File: config.mk
export PLATFORM = sky130hd
export DESIGN_NAME = vga_parallax_core
export DESIGN_NICKNAME = d
export VERILOG_FILES = /design/src/rtl/vga_timing_pkg.sv /design/src/rtl/vga_timing.sv /design/src/rtl/vga_parallax_core.sv
export SDC_FILE = /design/constraint.sdc
export NUM_CORES = 1
export LEC_CHECK = 0
export CELL_PAD_IN_SITES_DETAIL_PLACEMENT = 1
export CELL_PAD_IN_SITES_GLOBAL_PLACEMENT = 1
export CORE_MARGIN = 2
export CORE_UTILIZATION = 52
export CTS_BUF_LIST = sky130_fd_sc_hd__clkbuf_4
export CTS_CLUSTER_DIAMETER = 60
export DETAILED_ROUTE_END_ITERATION = 7
export GPL_ROUTABILITY_DRIVEN = 0
export PLACE_DENSITY_LB_ADDON = 0.15
export REMOVE_ABC_BUFFERS = 1
export SYNTH_ARGS = -nofsm -noshare
export SYNTH_HDL_FRONTEND = slang
export SYNTH_SLANG_ARGS = --single-unit
File: constraint.sdc
create_clock -name clk -period 3.3 [get_ports clk]
set_clock_uncertainty 0.05 [all_clocks]
set_input_delay 0.66 -clock clk [delete_from_list [all_inputs] [get_ports clk]]
set_output_delay 0.66 -clock clk [all_outputs]
set_load 0.01 [all_outputs]
File: src/rtl/vga_timing_pkg.sv
// Shared VGA timing defaults, totals and counter types for the parallax core.
package vga_timing_pkg;

  localparam int unsigned H_VISIBLE_DEF = 640;
  localparam int unsigned H_FP_DEF      = 24;
  localparam int unsigned H_SYNC_DEF    = 40;
  localparam int unsigned H_BP_DEF      = 128;
  localparam int unsigned H_TOTAL_DEF   = 832;

  localparam int unsigned V_VISIBLE_DEF = 480;
  localparam int unsigned V_FP_DEF      = 9;
  localparam int unsigned V_SYNC_DEF    = 3;
  localparam int unsigned V_BP_DEF      = 28;
  localparam int unsigned V_TOTAL_DEF   = 520;

  localparam int unsigned CNT_W     = 10;
  localparam int unsigned RED_Y_MIN = 360;

  typedef logic [CNT_W-1:0] h_cnt_t;
  typedef logic [CNT_W-1:0] v_cnt_t;
  typedef logic [CNT_W-1:0] frame_cnt_t;

endpackage

File: src/rtl/vga_timing.sv
// Horizontal/vertical raster counters, frame tick and raw (unregistered) syncs.
module vga_timing
  import vga_timing_pkg::*;
#(
  parameter int unsigned H_VISIBLE = H_VISIBLE_DEF,
  parameter int unsigned H_FP      = H_FP_DEF,
  parameter int unsigned H_SYNC    = H_SYNC_DEF,
  parameter int unsigned H_BP      = H_BP_DEF,
  parameter int unsigned V_VISIBLE = V_VISIBLE_DEF,
  parameter int unsigned V_FP      = V_FP_DEF,
  parameter int unsigned V_SYNC    = V_SYNC_DEF,
  parameter int unsigned V_BP      = V_BP_DEF
) (
  input  logic   clk,
  input  logic   rst_n,
  output h_cnt_t h,
  output v_cnt_t v,
  output logic   frame_tick,
  output logic   hsync_raw,
  output logic   vsync_raw
);

  localparam h_cnt_t H_LAST   = h_cnt_t'(H_VISIBLE + H_FP + H_SYNC + H_BP - 1);
  localparam v_cnt_t V_LAST   = v_cnt_t'(V_VISIBLE + V_FP + V_SYNC + V_BP - 1);
  localparam h_cnt_t HS_START = h_cnt_t'(H_VISIBLE + H_FP);
  localparam h_cnt_t HS_END   = h_cnt_t'(H_VISIBLE + H_FP + H_SYNC - 1);
  localparam v_cnt_t VS_START = v_cnt_t'(V_VISIBLE + V_FP);
  localparam v_cnt_t VS_END   = v_cnt_t'(V_VISIBLE + V_FP + V_SYNC - 1);

  always_ff @(posedge clk or negedge rst_n) begin
    if (!rst_n) begin
      h <= '0;
      v <= '0;
    end else if (h == H_LAST) begin
      h <= '0;
      if (v == V_LAST) v <= '0;
      else             v <= v + 1'b1;
    end else begin
      h <= h + 1'b1;
    end
  end

  always_comb begin
    frame_tick = (h == H_LAST) && (v == V_LAST);
    hsync_raw  = !((h >= HS_START) && (h <= HS_END));
    vsync_raw  = !((v >= VS_START) && (v <= VS_END));
  end

endmodule

File: src/rtl/vga_parallax_core.sv
// VGA parallax pattern generator; scrolling layers enabled by PARALLAX_EN,
// otherwise the frame counter is dropped and the image is static.
module vga_parallax_core
  import vga_timing_pkg::*;
#(
  parameter int unsigned H_VISIBLE = H_VISIBLE_DEF,
  parameter int unsigned H_FP      = H_FP_DEF,
  parameter int unsigned H_SYNC    = H_SYNC_DEF,
  parameter int unsigned H_BP      = H_BP_DEF,
  parameter int unsigned V_VISIBLE = V_VISIBLE_DEF,
  parameter int unsigned V_FP      = V_FP_DEF,
  parameter int unsigned V_SYNC    = V_SYNC_DEF,
  parameter int unsigned V_BP      = V_BP_DEF
) (
  input  logic       clk,
  input  logic       rst_n,
  output logic       hsync,
  output logic       vsync,
  output logic [2:0] rgb
);

  localparam h_cnt_t H_VIS = h_cnt_t'(H_VISIBLE);
  localparam v_cnt_t V_VIS = v_cnt_t'(V_VISIBLE);
  localparam v_cnt_t Y_RED = v_cnt_t'(RED_Y_MIN);

  h_cnt_t     h;
  v_cnt_t     v;
  frame_cnt_t f;
  logic       frame_tick;
  logic       hsync_raw;
  logic       vsync_raw;

  vga_timing #(
    .H_VISIBLE (H_VISIBLE),
    .H_FP      (H_FP),
    .H_SYNC    (H_SYNC),
    .H_BP      (H_BP),
    .V_VISIBLE (V_VISIBLE),
    .V_FP      (V_FP),
    .V_SYNC    (V_SYNC),
    .V_BP      (V_BP)
  ) u_timing (
    .clk        (clk),
    .rst_n      (rst_n),
    .h          (h),
    .v          (v),
    .frame_tick (frame_tick),
    .hsync_raw  (hsync_raw),
    .vsync_raw  (vsync_raw)
  );

`ifdef PARALLAX_EN
  always_ff @(posedge clk or negedge rst_n) begin
    if (!rst_n)          f <= '0;
    else if (frame_tick) f <= f + 1'b1;
  end
`else
  logic unused_frame_tick;
  assign unused_frame_tick = frame_tick;
  assign f = '0;
`endif

  h_cnt_t     x_blue;
  h_cnt_t     x_green;
  h_cnt_t     x_red;
  logic [2:0] rgb_next;

  // Layer offsets wrap at 10 bits, so the shifted frame counter is truncated deliberately.
  always_comb begin
    x_blue   = h + f;
    x_green  = h + (f << 1);
    x_red    = h + (f << 2);
    rgb_next = '0;
    if ((h < H_VIS) && (v < V_VIS)) begin
      rgb_next = {x_red[3] & (v >= Y_RED), x_green[4], x_blue[5] ^ v[5]};
    end
  end

  always_ff @(posedge clk or negedge rst_n) begin
    if (!rst_n) begin
      hsync <= 1'b1;
      vsync <= 1'b1;
      rgb   <= '0;
    end else begin
      hsync <= hsync_raw;
      vsync <= vsync_raw;
      rgb   <= rgb_next;
    end
  end

endmodule

[After elaboration in Yosys (flattened, before gate mapping)]
Cells that the tools add are included.
Storage, ports and cells
  register bits: 25
  bits in latches: 0
  bits in writable memories: 0
  memory bits (read-only): 0
  bits of input ports: 2
  output and inout bits: 5
  logic and storage cells: 26
  memories kept: 0
Operators by class
  add/sub/neg operators: 2
  $mul: 0
  divide/modulo/power cells: 0
  order comparisons: 7
  equal/unequal tests: 2
  shift-type cells: 0
  muxes and demuxes: 3
  bitwise logic cells: 2
  reductions and logical operators: 5
Operator list (count)
  $add 10x1->10 const B: 2
  $eq 10x10->1 const B: 2
  $ge 10x9->1 const B: 2
  $mux 10: 2
  $ge 10x10->1 const B: 1
  $le 10x10->1 const B: 1
  $le 10x9->1 const B: 1
  $lt 10x10->1 const B: 1
  $lt 10x9->1 const B: 1
  $logic_and 1x1->1: 3
  $mux 3: 1
  $logic_not 1->1: 2
  $and 1x1->1: 1
  $xor 1x1->1: 1

[Logic depth before layout (Yosys ltp)]
Gate-level depths: netlist of the first run.
  depth in word-level cells: 3
  mapped depth: 5
  gate-level depth less buffers: 5

[Hierarchy]
Synthesis of the first run repeated with hierarchy kept, for this count alone.
Second synthesis, totals
  cells, all modules: 121
  area total of the unflattened synthesis: 1258.7 µm²
By module, submodules not included
  vga_timing: instances 1, cells an instance 104, area each 1048.5 µm², sequential area each 500.5 µm²
  vga_parallax_core: instances 1, cells an instance 17, area each 210.2 µm², sequential area each 127.6 µm²

[Worst setup path after synthesis of the first run]
No wires, ideal clock.
  path kind: reg-to-reg
  start point: register u_timing.h[6]
  end point: register u_timing.v[9]
  library setup time: 0.077 ns
  arrival time: 1.668 ns
  data required time: 3.173 ns
  path slack: 1.505 ns
  stages on the path, launching flop included: 6
  buffers on the path: 1
  period minus slack after synthesis: 1.795 ns
  path through: dfrtp_1 > buf_6 > nand4bb_4 > or4_4 > or3_1 > a21oi_1
Between the ends
  longest elaborated chain between the ends: 1
Ends and longest elaborated chain
  start: declaration: RTL line vga_timing.sv:16  | output h_cnt_t h,
  start signal: assignment: RTL line vga_timing.sv:39  | h <= h + 1'b1;
  $eq 10x10->1: RTL line vga_timing.sv:34  | end else if (h == H_LAST) begin
  end signal: assignment: RTL line vga_timing.sv:37  | else v <= v + 1'b1;
  end: declaration: RTL line vga_timing.sv:17  | output v_cnt_t v,
No other way between the ends.
A chain may end at the register's enable or synchronous reset.

[Worst setup path after layout of the first run]
  start point: register hsync
  end point: output port hsync
RTL lines
  start: declaration: RTL line vga_parallax_core.sv:17  | output logic hsync,
  start signal: assignment: RTL line vga_parallax_core.sv:85  | hsync <= hsync_raw;
No word-level cell between the ends.

==> results of run 1 <==
-- worst paths after layout --
check	start	endpoint	slack, ps
min in group asynchronous	rst_n	u_timing.h[8]	620
hold reg to reg	u_timing.h[0]	u_timing.h[0]	420
setup / recovery	hsync	hsync	1200
setup reg to reg	u_timing.h[0]	u_timing.v[8]	1250
max in group asynchronous	rst_n	vsync	2290
hold / removal	u_timing.h[0]	u_timing.h[0]	420
-- power by group --
group | switching [W] | leakage (nW) | total [W] | internal, W
Clock | 0.0000932 | 0.0184 | 0.000149 | 0.0000557
Combinational | 0.00000579 | 0.211 | 0.00000760 | 0.00000181
Sequential | 0 | 0.318 | 0.000306 | 0.000306
Total | 0.0000989 | 0.547 | 0.000463 | 0.000364
-- flip-flops by register name, indices dropped and copies added (netlist names) --
signal,count
hsync,1
vsync,1
u_timing.h,10
rgb,3
u_timing.v,10
-- logic make-up (layout without fill, tap and decap cells) --
group	count (synthesis)	count (layout)
flops	25	25
simple gates	54	54
xor+xnor	13	13
buf+inv	7	13
fa+ha+maj	4	4
mux	1	1
compound gates	15	15
-- per-stage QoR --
| stage | instances | utilization [%] | setup slack [ps] |
|---|---|---|---|
| floorplan | 114 | - | 1530 |
| detailed placement | 149 | 58.93 | 1321 |
| CTS | 153 | 60.27 | 1191 |
| global route | 153 | 60.27 | 1130 |
| finish | 153 | 60.27 | 1201 |
| global placement | 149 | 58.93 | 1455 |
-- layer usage --
layer	track usage (%)	up-vias	part of all wire, %	wire [µm]
met4	8.974	0	1.6	45
met1	30.43	457	44	1243
li1	-	434	-	-
met2	42.71	13	52	1475
met3	2.825	5	2.7	77
met5	0	-	0	0
-- cell type report --
type                            instances  area share [%]
Sequential cell                        25           46.22
Clock buffer                            4           2.210
Tap cell                               28           2.578
Inverter                                2          0.5525
Timing Repair Buffer                    7           4.972
Multi-Input combinational cell         87           43.46
-- cell usage after synthesis (2+ instances only) --
cell type  count  share of area (%)
dfrtp_1       23                 46
nor2_1        10                3.0
nand3_1        9                3.6
xnor2_1        9                6.3
nand2_1        8                2.4
o21ai_0        5                2.0
a21oi_1        4                1.6
and2_1         4                2.0
ha_1           4                4.0
xor2_1         4                2.8
and3_1         3                1.5
nor3_1         3                1.2
nor4_1         3                1.5
clkbuf_1       2               0.60
dfstp_2        2                4.2
inv_1          2               0.60
nand2b_1       2                1.0
nand4_1        2                1.0
-- cell usage in the layout, fill, tap and decap left out, types with 2 or more instances in the layout --
cell type        instances
ha_1                     4
xor2_1                   4
nor2_1                  10
and3_1                   3
and2_1                   4
inv_1                    2
nand3_1                  9
a21oi_1                  4
dfstp_2                  2
nand4_1                  2
nand2_1                  8
clkdlybuf4s50_1          6
o21ai_0                  5
nor3_1                   3
clkbuf_4                 4
nor4_1                   3
nand2b_1                 2
xnor2_1                  9
dfrtp_1                 23
==> reports/results.ini, run 1 <==
[place]
io_buffer_count = 6
placed_area_um2 = 1329
place_hpwl_mm = 2.044

[die]
pin_count = 7
die_area_um2 = 2822
start_util_pct = 55.66
die_h_um = 53.13
row_count = 17
core_um2 = 2255
die_x_um = 53.13

[yosys]
synth-xor-area-share_pct = 9.073
synth_warnings = 0
synth_area_um2 = 1255
synth-seq-area-share_pct = 50.05
async_flop_share_pct = 100.0
muxShareOfSynthArea_pct = 0.8973
ys_seq_elements = 25
syn_inst = 119
ys_types = 38
synth-compound-area-share_pct = 7.478
ys.flop_type = dfrtp_1
synth_edf_count = 0
synthSimpleGateAreaFrac_pct = 25.62
avgSynthCellArea_um2 = 10.55
synth_adder_area_share_pct = 3.988
synth_top_family_by_area = simple AND/OR/NAND/NOR gates

[pwr]
powerDensity_nw_per_um2 = 340.7
total_power_w = 0.0004629
power_leakage_nw = 0.5473
ir_drop_v = 0.0002341

[layout]
fillers = 258
area_growth_pct = 8.275
fin_nets = 132
diodes = 0
stdcell_area_um2 = 1359
multiInputGateArea_um2 = 590.6
seq_area_um2 = 628.1
drive_gt1_share_pct = 9.600

[outcome]
outcome = finished clean

[cts]
cts_htree_levels = 1
cts_setup_buffers = 0
ctsHoldBuffers = 0
cts_tree = yes
cts_resized = 0
cts.sinks = 25
cts-root-buf = clkbuf_4
cts_buffer_depth = 2
cts_buffers = 3
clkTransAtPathRegs_ps = 140
clk_latency_ps = 330

[timing]
final-setup-viol-count = 0
finalCritPeriodShare_pct = 63.60
fmax_mhz = 476.4
hold_ws_ps = 418.5
fin_setup_tns_ps = 0
worst_pin_slew_ps = 817.3
slew-limit-headroom_pct = 45.01
rsz0062_at_grt = false
min_period_ps = 2099
hold_viol = 0
slew_violations = 0

[critical_path]
critical_path_depth = 1
endpoint_kind = output pin
crit_required_ps = 2590
reg2reg_depth = 5
worstPathCellList = clkdlybuf4s50_1
cp_top_family = flip-flops
cp-start-kind = flip-flop
critPathBufInv = 1
worst_path_largest_cell_delay_ps = 540
arrival_ps = 1390
crit_type = reg2out
crit_fanout = 1
crit_path_top_delay_cell = dfstp_2

[drt]
ant_nets = 0
wire_per_inst_um = 18.58
drt_first_iter_violations = 12
vias = 909
routed_wl_mm = 2.842
dr.pass1.iters = 4
drc = 0
via_per_inst = 5.941

[global_routing]
antenna_found_initial = 0
grt_usage_pct = 24.31
grt_first_pass_wirelength_mm = 4.823
grt_pass1_vias = 994
grt.overflow.total = 0
grt_max_degree = 26

[min_path]
hp-class = reg2reg
worstHoldPathCells = 1

[flow_run]
drv_cap = 0

No activity file was read; power rests on OpenSTA's default activity.
==> inputs of run 2 (changes only) <==
CORE_UTILIZATION = 48   (was 52)
clock period = 2.1 ns   (was 3.3 ns; I/O delays follow)
==> reports/results.ini, run 2 (same netlist as run 1, synthesis figures left out) <==
[critical_path]
crit_fanout = 9  ; +8
crit_path_top_delay_cell = or4_4
worst_path_largest_cell_delay_ps = 560  ; +20 ps
worstPathCellList = nand4bb_4, or4_4, or3_1, a21oi_1
crit_type = reg2reg
endpoint_kind = flip-flop
cp-start-kind = flip-flop
arrival_ps = 2110  ; +720 ps
crit_required_ps = 2320  ; -270 ps

[layout]
mostFrequentLayoutCells = 23 x dfrtp_1, 10 x nor2_1, 9 x nand3_1, 9 x xnor2_1, 8 x nand2_1
final_util_pct = 55.86  ; -4.4 points
reg_top3 = u_timing.h (10), u_timing.v (10), rgb (3)
area_growth_pct = 10.27
fin_nets = 135  ; +2.3%
stdcell_area_um2 = 1384  ; +1.8%
drive_gt1_share_pct = 11.72  ; +2.1 points
diodes = 0  ; unchanged
final_common_cell = dfrtp_1

[drt]
vias = 936  ; +3.0%
drt_first_iter_violations = 11  ; -1
routed_wl_mm = 2.654  ; -6.6%
wire_per_inst_um = 16.80  ; -9.6%
drc = 0  ; unchanged
via_per_inst = 5.924  ; -0.29%
dr.pass1.iters = 4  ; unchanged
ant_nets = 0  ; unchanged

[timing]
worst_pin_slew_ps = 468.5  ; -348.8 ps
hold_ws_ps = 377.3  ; -41.20 ps
rsz0062_at_grt = false
min_period_ps = 1889
finalCritPeriodShare_pct = 89.93
fmax_mhz = 529.5
slew-limit-headroom_pct = 68.34  ; +23 points
fin_setup_tns_ps = 0  ; unchanged
hold_viol = 0  ; unchanged
final-setup-viol-count = 0  ; unchanged
slew_violations = 0  ; unchanged

[pwr]
pwr-share-clk_pct = 31.6  ; -0.6 points
ir_drop_v = 0.0004143  ; +77%
total_power_w = 0.0007216  ; +56%
powerDensity_nw_per_um2 = 521.5  ; +53%
power.switching_w = 0.0001640  ; +66%
comb_power_share_pct = 1.7  ; about the same
p_int_w = 0.0005576  ; +53%
swShare_pct = 22.73  ; +1.4 points
power_leakage_nw = 0.5593  ; +2.2%
p_seq_share_pct = 66.8  ; +0.6 points

[cts]
ctsHoldBuffers = 0  ; unchanged
cts_setup_buffers = 0  ; unchanged
cts_htree_levels = 1  ; unchanged
cts_buffers = 3  ; unchanged
cts.sinks = 25  ; unchanged
clkTransAtPathRegs_ps = 150  ; about the same
clk_latency_ps = 340  ; about the same
cts_tree = yes
cts_resized = 0  ; unchanged
cts_buffer_depth = 2  ; unchanged
cts-root-buf = clkbuf_4

[die]
pin_count = 7  ; unchanged
die_x_um = 55.13  ; +3.8%
row_count = 18  ; +1
die_h_um = 55.13  ; +3.8%
start_util_pct = 50.66  ; -5.0 points
die_area_um2 = 3039  ; +7.7%
core_um2 = 2477  ; +9.9%

[min_path]
hp-class = in2async

[global_routing]
antenna_found_initial = 0  ; unchanged
grt_first_pass_wirelength_mm = 4.574  ; -5.2%
grt_max_degree = 26  ; unchanged
grt.overflow.total = 0  ; unchanged
grt_pass1_vias = 934  ; -6.0%
grt_usage_pct = 21.78  ; -2.5 points

[flow_run]
drv_cap = 0  ; unchanged

[outcome]
outcome = finished clean

[place]
io_buffer_count = 6  ; unchanged
placed_area_um2 = 1354  ; +1.9%
place_hpwl_mm = 1.912  ; -6.4%

==> run 2: changes by cell type in the layout (fill, tap and decap cells not counted), sizes merged <==
cell      before  now
buf            1    4
clkbuf         4    3
clkinvlp       0    1
==> run 2: per-layer routing <==
| metal | GRT usage [%] | part of all wire [%] | vias up |
|---|---|---|---|
| met1 | 30.82 | 49 | 477 |
| met4 | 6.098 | 0.83 | 0 |
| li1 | - | - | 435 |
| met5 | 0 | 0 | - |
| met3 | 4.839 | 3.1 | 4 |
| met2 | 33.53 | 47 | 20 |
==> run 2: metrics by stage <==
stage               worst slack (ps)  std cells
detailed placement             202.7        154
global route                   123.8        158
finish                         211.4        158
CTS                            195.3        158
global placement               304.2        154
floorplan                      330.3        114
==> run 2: power groups by stage <==
| stage | Clock (W) | Sequential [W] | Combinational, W |
|---|---|---|---|
| finish | 0.000228 | 0.000482 | 0.0000120 |
| global route | 0.000257 | 0.000482 | 0.0000137 |
| CTS | 0.000232 | 0.000482 | 0.0000129 |
| detailed placement | 0 | 0.000491 | 0.0000129 |
| global placement | 0 | 0.000491 | 0.0000124 |
| floorplan | 0 | 0.000491 | 0.000000000182 |
==> run 2: critical path, delay by kind of cell (launching register included) <==
family / cells / cell delay [ps]
simple gates: 3 / 1140
flops: 1 / 490
compound gates: 1 / 160
==> run 2: final timing paths <==
check	start	slack, ps	depth (start not counted)	endpoint
setup reg to reg	u_timing.h[7]	210	4	u_timing.v[9]
setup / recovery	u_timing.h[7]	210	4	u_timing.v[9]
hold reg to reg	u_timing.h[0]	410	1	u_timing.h[0]
hold / removal	rst_n	380	2	u_timing.v[7]
min in group clk	u_timing.h[0]	410	1	u_timing.h[0]
max in group asynchronous	rst_n	1310	2	hsync
==> run 2: cell type report <==
type,count,area [µm²]
fill,289,1094
tap,30,37.54
sequential,25,628.1
clock buffer,3,22.52
inverter,2,7.507
timing repair buffer,10,90.09
multi-input combinational,87,590.6
clock inverter,1,7.507
